File: src/rtl/bypass_bin_decoder_seq_pkg.sv
// Shared types and constants for the sequential CABAC bypass-bin decoder.
// State encoding plus the m_value/byte widths and the range scale shift.
package bypass_pkg;

  typedef enum logic [1:0] {
    IDLE,
    DECODE,
    DONE
  } state_e;

  localparam int SCALE_SHIFT = 7;
  localparam int VAL_W       = 16;
  localparam int BYTE_W      = 8;

endpackage

File: src/rtl/bypass_bin_decoder_seq_lane.sv
// One bypass-bin step: shift a bit into m_value and compare against
// the scaled range; the compare uses the full 17-bit shifted value.
module bypass_lane
  import bypass_pkg::*;
(
  input  logic [VAL_W-1:0] val_i,
  input  logic             bit_i,
  input  logic [VAL_W-1:0] scaled_i,
  output logic             bin_o,
  output logic [VAL_W-1:0] val_o
);

  logic [VAL_W:0]   v17;
  logic [VAL_W-1:0] diff;

  assign v17   = {val_i, bit_i};
  assign diff  = v17[VAL_W-1:0] - scaled_i;
  assign bin_o = (v17 >= {1'b0, scaled_i});
  assign val_o = bin_o ? diff : v17[VAL_W-1:0];

endmodule

File: src/rtl/bypass_bin_decoder_seq.sv
// Sequential bypass-bin decoder: BINS_PER_CYCLE chained lanes per cycle.
// BYPASS_ALIGNED_EN: range 256 decodes a whole buffered byte per cycle.
module bypass_bin_decoder_seq
  import bypass_pkg::*;
#(
  parameter int MAX_BINS       = 32,
  parameter int BINS_PER_CYCLE = 4,
  parameter int CNT_W          = $clog2(MAX_BINS + 1)
) (
  input  logic                clk,
  input  logic                rst,
  input  logic                init,
  input  logic [VAL_W-1:0]    init_value,
  input  logic                req_valid,
  output logic                req_ready,
  input  logic [CNT_W-1:0]    req_nbins,
  input  logic [8:0]          m_range,
  input  logic                bs_valid,
  input  logic [BYTE_W-1:0]   bs_data,
  output logic                bs_ready,
  output logic                out_valid,
  input  logic                out_ready,
  output logic [MAX_BINS-1:0] out_bins,
  output logic [CNT_W-1:0]    out_nbins,
  output logic [VAL_W-1:0]    m_value_out
);

`ifdef BYPASS_ALIGNED_EN
  localparam int NL = BYTE_W;
`else
  localparam int NL = BINS_PER_CYCLE;
`endif
  localparam int RW = (CNT_W > 4) ? CNT_W : 4;

  state_e              state_q, state_d;
  logic [VAL_W-1:0]    val_q, val_d;
  logic [BYTE_W-1:0]   buf_q, buf_d;
  logic [3:0]          cnt_q, cnt_d;
  logic [CNT_W-1:0]    rem_q, rem_d;
  logic [8:0]          rng_q, rng_d;
  logic [MAX_BINS-1:0] bins_q, bins_d;
  logic [CNT_W-1:0]    nbins_q, nbins_d;

  logic [CNT_W-1:0]    nb_clip;
  logic [VAL_W-1:0]    scaled;
  logic [3:0]          kmax, k;
  logic [RW-1:0]       rem_x;
  logic [VAL_W-1:0]    lv [NL+1];
  logic [NL-1:0]       lb;

  assign nb_clip = (req_nbins > CNT_W'(MAX_BINS))
                 ? CNT_W'(MAX_BINS) : req_nbins;
  assign scaled  = {rng_q, {SCALE_SHIFT{1'b0}}};
  assign rem_x   = RW'(rem_q);
  assign lv[0]   = val_q;

  // With s = 0x8000 a lane reduces to copying the shifted-out MSB.
  for (genvar i = 0; i < NL; i++) begin : g_lane
    bypass_lane u_lane (
      .val_i   (lv[i]),
      .bit_i   (buf_q[BYTE_W-1-i]),
      .scaled_i(scaled),
      .bin_o   (lb[i]),
      .val_o   (lv[i+1])
    );
  end

  always_comb begin
    kmax = 4'(BINS_PER_CYCLE);
`ifdef BYPASS_ALIGNED_EN
    if (rng_q == 9'd256) kmax = 4'(BYTE_W);
`endif
    k = kmax;
    if (rem_x < RW'(k)) k = 4'(rem_x);
    if (cnt_q < k) k = cnt_q;
  end

  always_ff @(posedge clk or posedge rst) begin
    if (rst) state_q <= IDLE;
    else     state_q <= state_d;
  end

  always_comb begin
    state_d = state_q;
    unique case (state_q)
      IDLE:
        if (req_valid)
          state_d = (nb_clip == '0) ? DONE : DECODE;
      DECODE:
        if (cnt_q != 4'd0 && rem_q == CNT_W'(k))
          state_d = DONE;
      DONE:
        if (out_ready) state_d = IDLE;
      default: state_d = IDLE;
    endcase
  end

  always_comb begin
    req_ready = 1'b0;
    bs_ready  = 1'b0;
    out_valid = 1'b0;
    unique case (state_q)
      IDLE:    req_ready = !rst;
      DECODE:  bs_ready  = (cnt_q == 4'd0);
      DONE:    out_valid = 1'b1;
      default: ;
    endcase
  end

  // Init lands before the request so a same-cycle request sees it.
  always_comb begin
    val_d   = val_q;
    buf_d   = buf_q;
    cnt_d   = cnt_q;
    rem_d   = rem_q;
    rng_d   = rng_q;
    bins_d  = bins_q;
    nbins_d = nbins_q;
    unique case (state_q)
      IDLE: begin
        if (init) begin
          val_d = init_value;
          buf_d = '0;
          cnt_d = 4'd0;
        end
        if (req_valid) begin
          rng_d   = m_range;
          rem_d   = nb_clip;
          nbins_d = nb_clip;
          bins_d  = '0;
        end
      end
      DECODE: begin
        if (cnt_q == 4'd0) begin
          if (bs_valid) begin
            buf_d = bs_data;
            cnt_d = 4'(BYTE_W);
          end
        end else begin
          for (int i = 0; i < NL; i++) begin
            if (4'(i) < k) begin
              bins_d = {bins_d[MAX_BINS-2:0], lb[i]};
              val_d  = lv[i+1];
            end
          end
          buf_d = buf_q << k;
          cnt_d = cnt_q - k;
          rem_d = rem_q - CNT_W'(k);
        end
      end
      default: ;
    endcase
  end

  always_ff @(posedge clk or posedge rst) begin
    if (rst) begin
      val_q   <= '0;
      buf_q   <= '0;
      cnt_q   <= 4'd0;
      rem_q   <= '0;
      rng_q   <= '0;
      bins_q  <= '0;
      nbins_q <= '0;
    end else begin
      val_q   <= val_d;
      buf_q   <= buf_d;
      cnt_q   <= cnt_d;
      rem_q   <= rem_d;
      rng_q   <= rng_d;
      bins_q  <= bins_d;
      nbins_q <= nbins_d;
    end
  end

  assign out_bins    = bins_q;
  assign out_nbins   = nbins_q;
  assign m_value_out = val_q;

endmodule

File: config.mk
export PLATFORM = sky130hd
export DESIGN_NAME = bypass_bin_decoder_seq
export DESIGN_NICKNAME = d
export VERILOG_FILES = /design/src/rtl/bypass_bin_decoder_seq_pkg.sv /design/src/rtl/bypass_bin_decoder_seq_lane.sv /design/src/rtl/bypass_bin_decoder_seq.sv
export SDC_FILE = /design/constraint.sdc
export NUM_CORES = 1
export LEC_CHECK = 0
export BUFFER_PORTS_ARGS = -buffer_cell sky130_fd_sc_hd__buf_2
export CORE_UTILIZATION = 54
export CTS_CLUSTER_DIAMETER = 60
export DETAILED_ROUTE_END_ITERATION = 8
export GPL_TIMING_DRIVEN = 1
export PLACE_DENSITY = 0.78
export SYNTH_ARGS = -nofsm -noshare
export SYNTH_HDL_FRONTEND = slang
export SYNTH_SLANG_ARGS = --single-unit
File: constraint.sdc
create_clock -name clk -period 8.9 [get_ports clk]
set_input_delay 0.445 -clock clk [delete_from_list [all_inputs] [get_ports clk]]
set_output_delay 0.445 -clock clk [all_outputs]
set_load 0.02 [all_outputs]
==> flow_summary.json <==
{
  "gp_congestion": 1.07,
  "dieHeight_um": 121,
  "drv_slew": 0,
  "startpoint_type": "register",
  "grt_pass1_vias": 7395,
  "max-cap-violations": 0,
  "fin_cells": 1222,
  "rows": 43,
  "hpwl_mm": 16.8,
  "die_w_um": 121,
  "netlist_instances": 952,
  "n_antenna_cell": 0,
  "synth_mux_area_frac": 0.0953,
  "yosys.area_share.simple": 0.166,
  "synth-edff-count": 0,
  "fin_crit_ps": 8570,
  "cts_buffers": 9,
  "synthArstFlopShare": 1.00,
  "status": "finished clean",
  "cts.clk_slew.worst_paths_ps": 60,
  "hold_path_class": "in -> async",
  "worst-setup-path-type": "reg -> reg",
  "grt_use_total": 0.334,
  "synth-xor-area-share": 0.0274,
  "synth.distinct_cells": 75,
  "dr.pass1.iters": 5,
  "setup_ws_ps": 335,
  "seq_area_frac_synth": 0.271,
  "dieArea_um2": 14700,
  "num_vias": 7899,
  "wl_mm": 23.9,
  "grt_max_degree": 88,
  "cts_tree": "built",
  "skew_ps": 6.96,
  "critPathTopFamily": "compound AO/OA/AOI/OAI gates",
  "max_slew_margin": 0.377,
  "syn_area_um2": 7660,
  "pre_cts_slack_ps": -159,
  "fmax_mhz": 117,
  "syn2layout_area_growth_pct": 14.4,
  "floorplan.initialDensity": 0.552,
  "yosys.area_share.adder": 0.0940,
  "multiInputGateArea_um2": 5200,
  "cts_hold_buf": 0,
  "fillers": 1217,
  "synth_compound_area_frac": 0.288,
  "fin_util": 0.632,
  "cp_slowest_stage_delay_ps": 430,
  "nNetsFinal": 1136,
  "drive_gt1_frac": 0.189,
  "arrival_ps": 8780,
  "io-pin-count": 102,
  "rsz0062_at_grt": "no",
  "cp_slowest_cell": "mux2_2",
  "grt_pass1_wl_mm": 38.3,
  "core_area_um2": 13900,
  "end_kind": "register",
  "ctsHtreeMaxLevel": 3,
  "register_area_um2": 2080,
  "hold_viol_final": 0,
  "synth_flop_cell": "dfrtp_1",
  "clockBufferDepth": 2,
  "critPathBufInv": 2,
  "antenna_found_initial": 0,
  "portBuffers": 101,
  "drc": 0,
  "rrSetupSlack_ps": 330,
  "overflow": 0,
  "wl_per_cell_um": 19.6,
  "place_inst": 1199,
  "yosys_warnings": 0,
  "placed_area_um2": 8370,
  "synth_top_family_by_area": "compound AO/OA/AOI/OAI gates",
  "synth_area_per_cell_um2": 8.05,
  "tightest_slew_ps": 929,
  "ys_ff_latch": 83,
  "cts_root_buf": "clkbuf_16",
  "crit_fanout": 10,
  "vias_per_cell": 6.46,
  "worstPathRequired_ps": 9110,
  "drtIter0Drc": 763,
  "antenna_left": 0,
  "final-setup-viol-count": 0,
  "clkSinkCount": 83,
  "clk_latency_ps": 350,
  "final_area_um2": 8770,
  "min_period_over_period": 0.962
}
-- state kept, by name (all words and copies together) (netlist names) --
register     cells
buf_q            8
cnt_q            4
m_value_out     16
out_bins        32
out_nbins        6
rem_q            6
rng_q            9
state_q          2
-- per-layer routing --
metal	share of wire	wire, um	global-route usage
met5	0	0	0
met4	0.033	800	0.150
met3	0.086	2060	0.0555
met2	0.45	10900	0.516
met1	0.43	10200	0.457
-- cell usage after synthesis, types with 7 or more instances --
library cell	number	area (um^2)
a31oi_1	12	75.1
mux2_2	20	225
clkbuf_1	47	176
nand2_1	75	282
inv_1	45	169
o21ai_0	84	420
nand2b_1	8	50.1
nor3_1	11	55.1
o221ai_1	20	175
nand4_1	7	43.8
and2_1	8	50.1
a21o_1	11	82.6
buf_1	10	37.5
a221oi_1	10	87.6
xnor2_1	19	166
nor2b_1	7	43.8
o211ai_1	13	97.6
nand3_1	34	170
mux2i_1	42	420
ha_1	48	601
dfrtp_1	83	2080
a21oi_1	68	340
o22ai_1	17	106
a211oi_1	32	240
o21a_1	9	67.6
nor2_1	97	364
-- stage by stage --
stage                     hold slack [ps]  setup TNS (ps)
after floorplan                       470               0
after global placement                432               0
after detailed placement              435            -920
after CTS                            65.4               0
after global routing                 97.1               0
final                                60.0               0
-- final timing paths --
check / start / end / cells after the start
hold / removal: rst / out_nbins[1]$_DFFE_PP0P_ / 2
min in group clk: out_ready / state_q[1]$_DFFE_PP0P_ / 2
setup reg to reg: m_value_out[6]$_DFFE_PP0P_ / m_value_out[11]$_DFFE_PP0P_ / 34
max in group asynchronous: rst / rng_q[1]$_DFFE_PP0P_ / 3
hold reg to reg: out_nbins[1]$_DFFE_PP0P_ / out_nbins[1]$_DFFE_PP0P_ / 2
setup / recovery: m_value_out[6]$_DFFE_PP0P_ / m_value_out[11]$_DFFE_PP0P_ / 34
-- what timing repair did --
item	CTS	global route
endpoints found under the setup margin	9	10
endpoints found under the hold margin	0	0
gates resized for setup	1	11
buffers inserted	2	5
pin swaps	1	2
-- kinds of logic after synthesis --
family,after synthesis
compound gates,334
xor+xnor,24
fa+ha+maj,54
buf+inv,112
flops,83
mux,68
other cells,2
simple gates,275
-- cell usage in the layout, fill, tap and decap left out, types with 7 or more instances in the layout --
master | Yosys | layout
a211oi_1 | 32 | 31
a21o_1 | 11 | 11
a21oi_1 | 68 | 67
a221oi_1 | 10 | 10
a31oi_1 | 12 | 12
and2_1 | 8 | 8
buf_2 | 6 | 101
buf_4 | 0 | 35
clkbuf_16 | 0 | 9
dfrtp_1 | 83 | 82
ha_1 | 48 | 48
inv_1 | 45 | 44
mux2_2 | 20 | 20
mux2i_1 | 42 | 41
nand2_1 | 75 | 73
nand2b_1 | 8 | 8
nand3_1 | 34 | 34
nand4_1 | 7 | 7
nor2_1 | 97 | 97
nor2b_1 | 7 | 7
nor3_1 | 11 | 10
o211ai_1 | 13 | 13
o21a_1 | 9 | 8
o21ai_0 | 84 | 82
o221ai_1 | 20 | 20
o22ai_1 | 17 | 17
xnor2_1 | 19 | 19
-- cell type report --
cell class	instances	share of cell area
clock buffer	15	0.0317
clock inverter	1	0.00342
inverter	48	0.0207
multi-input combinational	758	0.593
sequential	83	0.237
tap	180	0.0257
timing repair buffer	137	0.0889
Power is not shown: default switching activity piles up to over one toggle a cycle in this logic, so the estimate is an artifact.
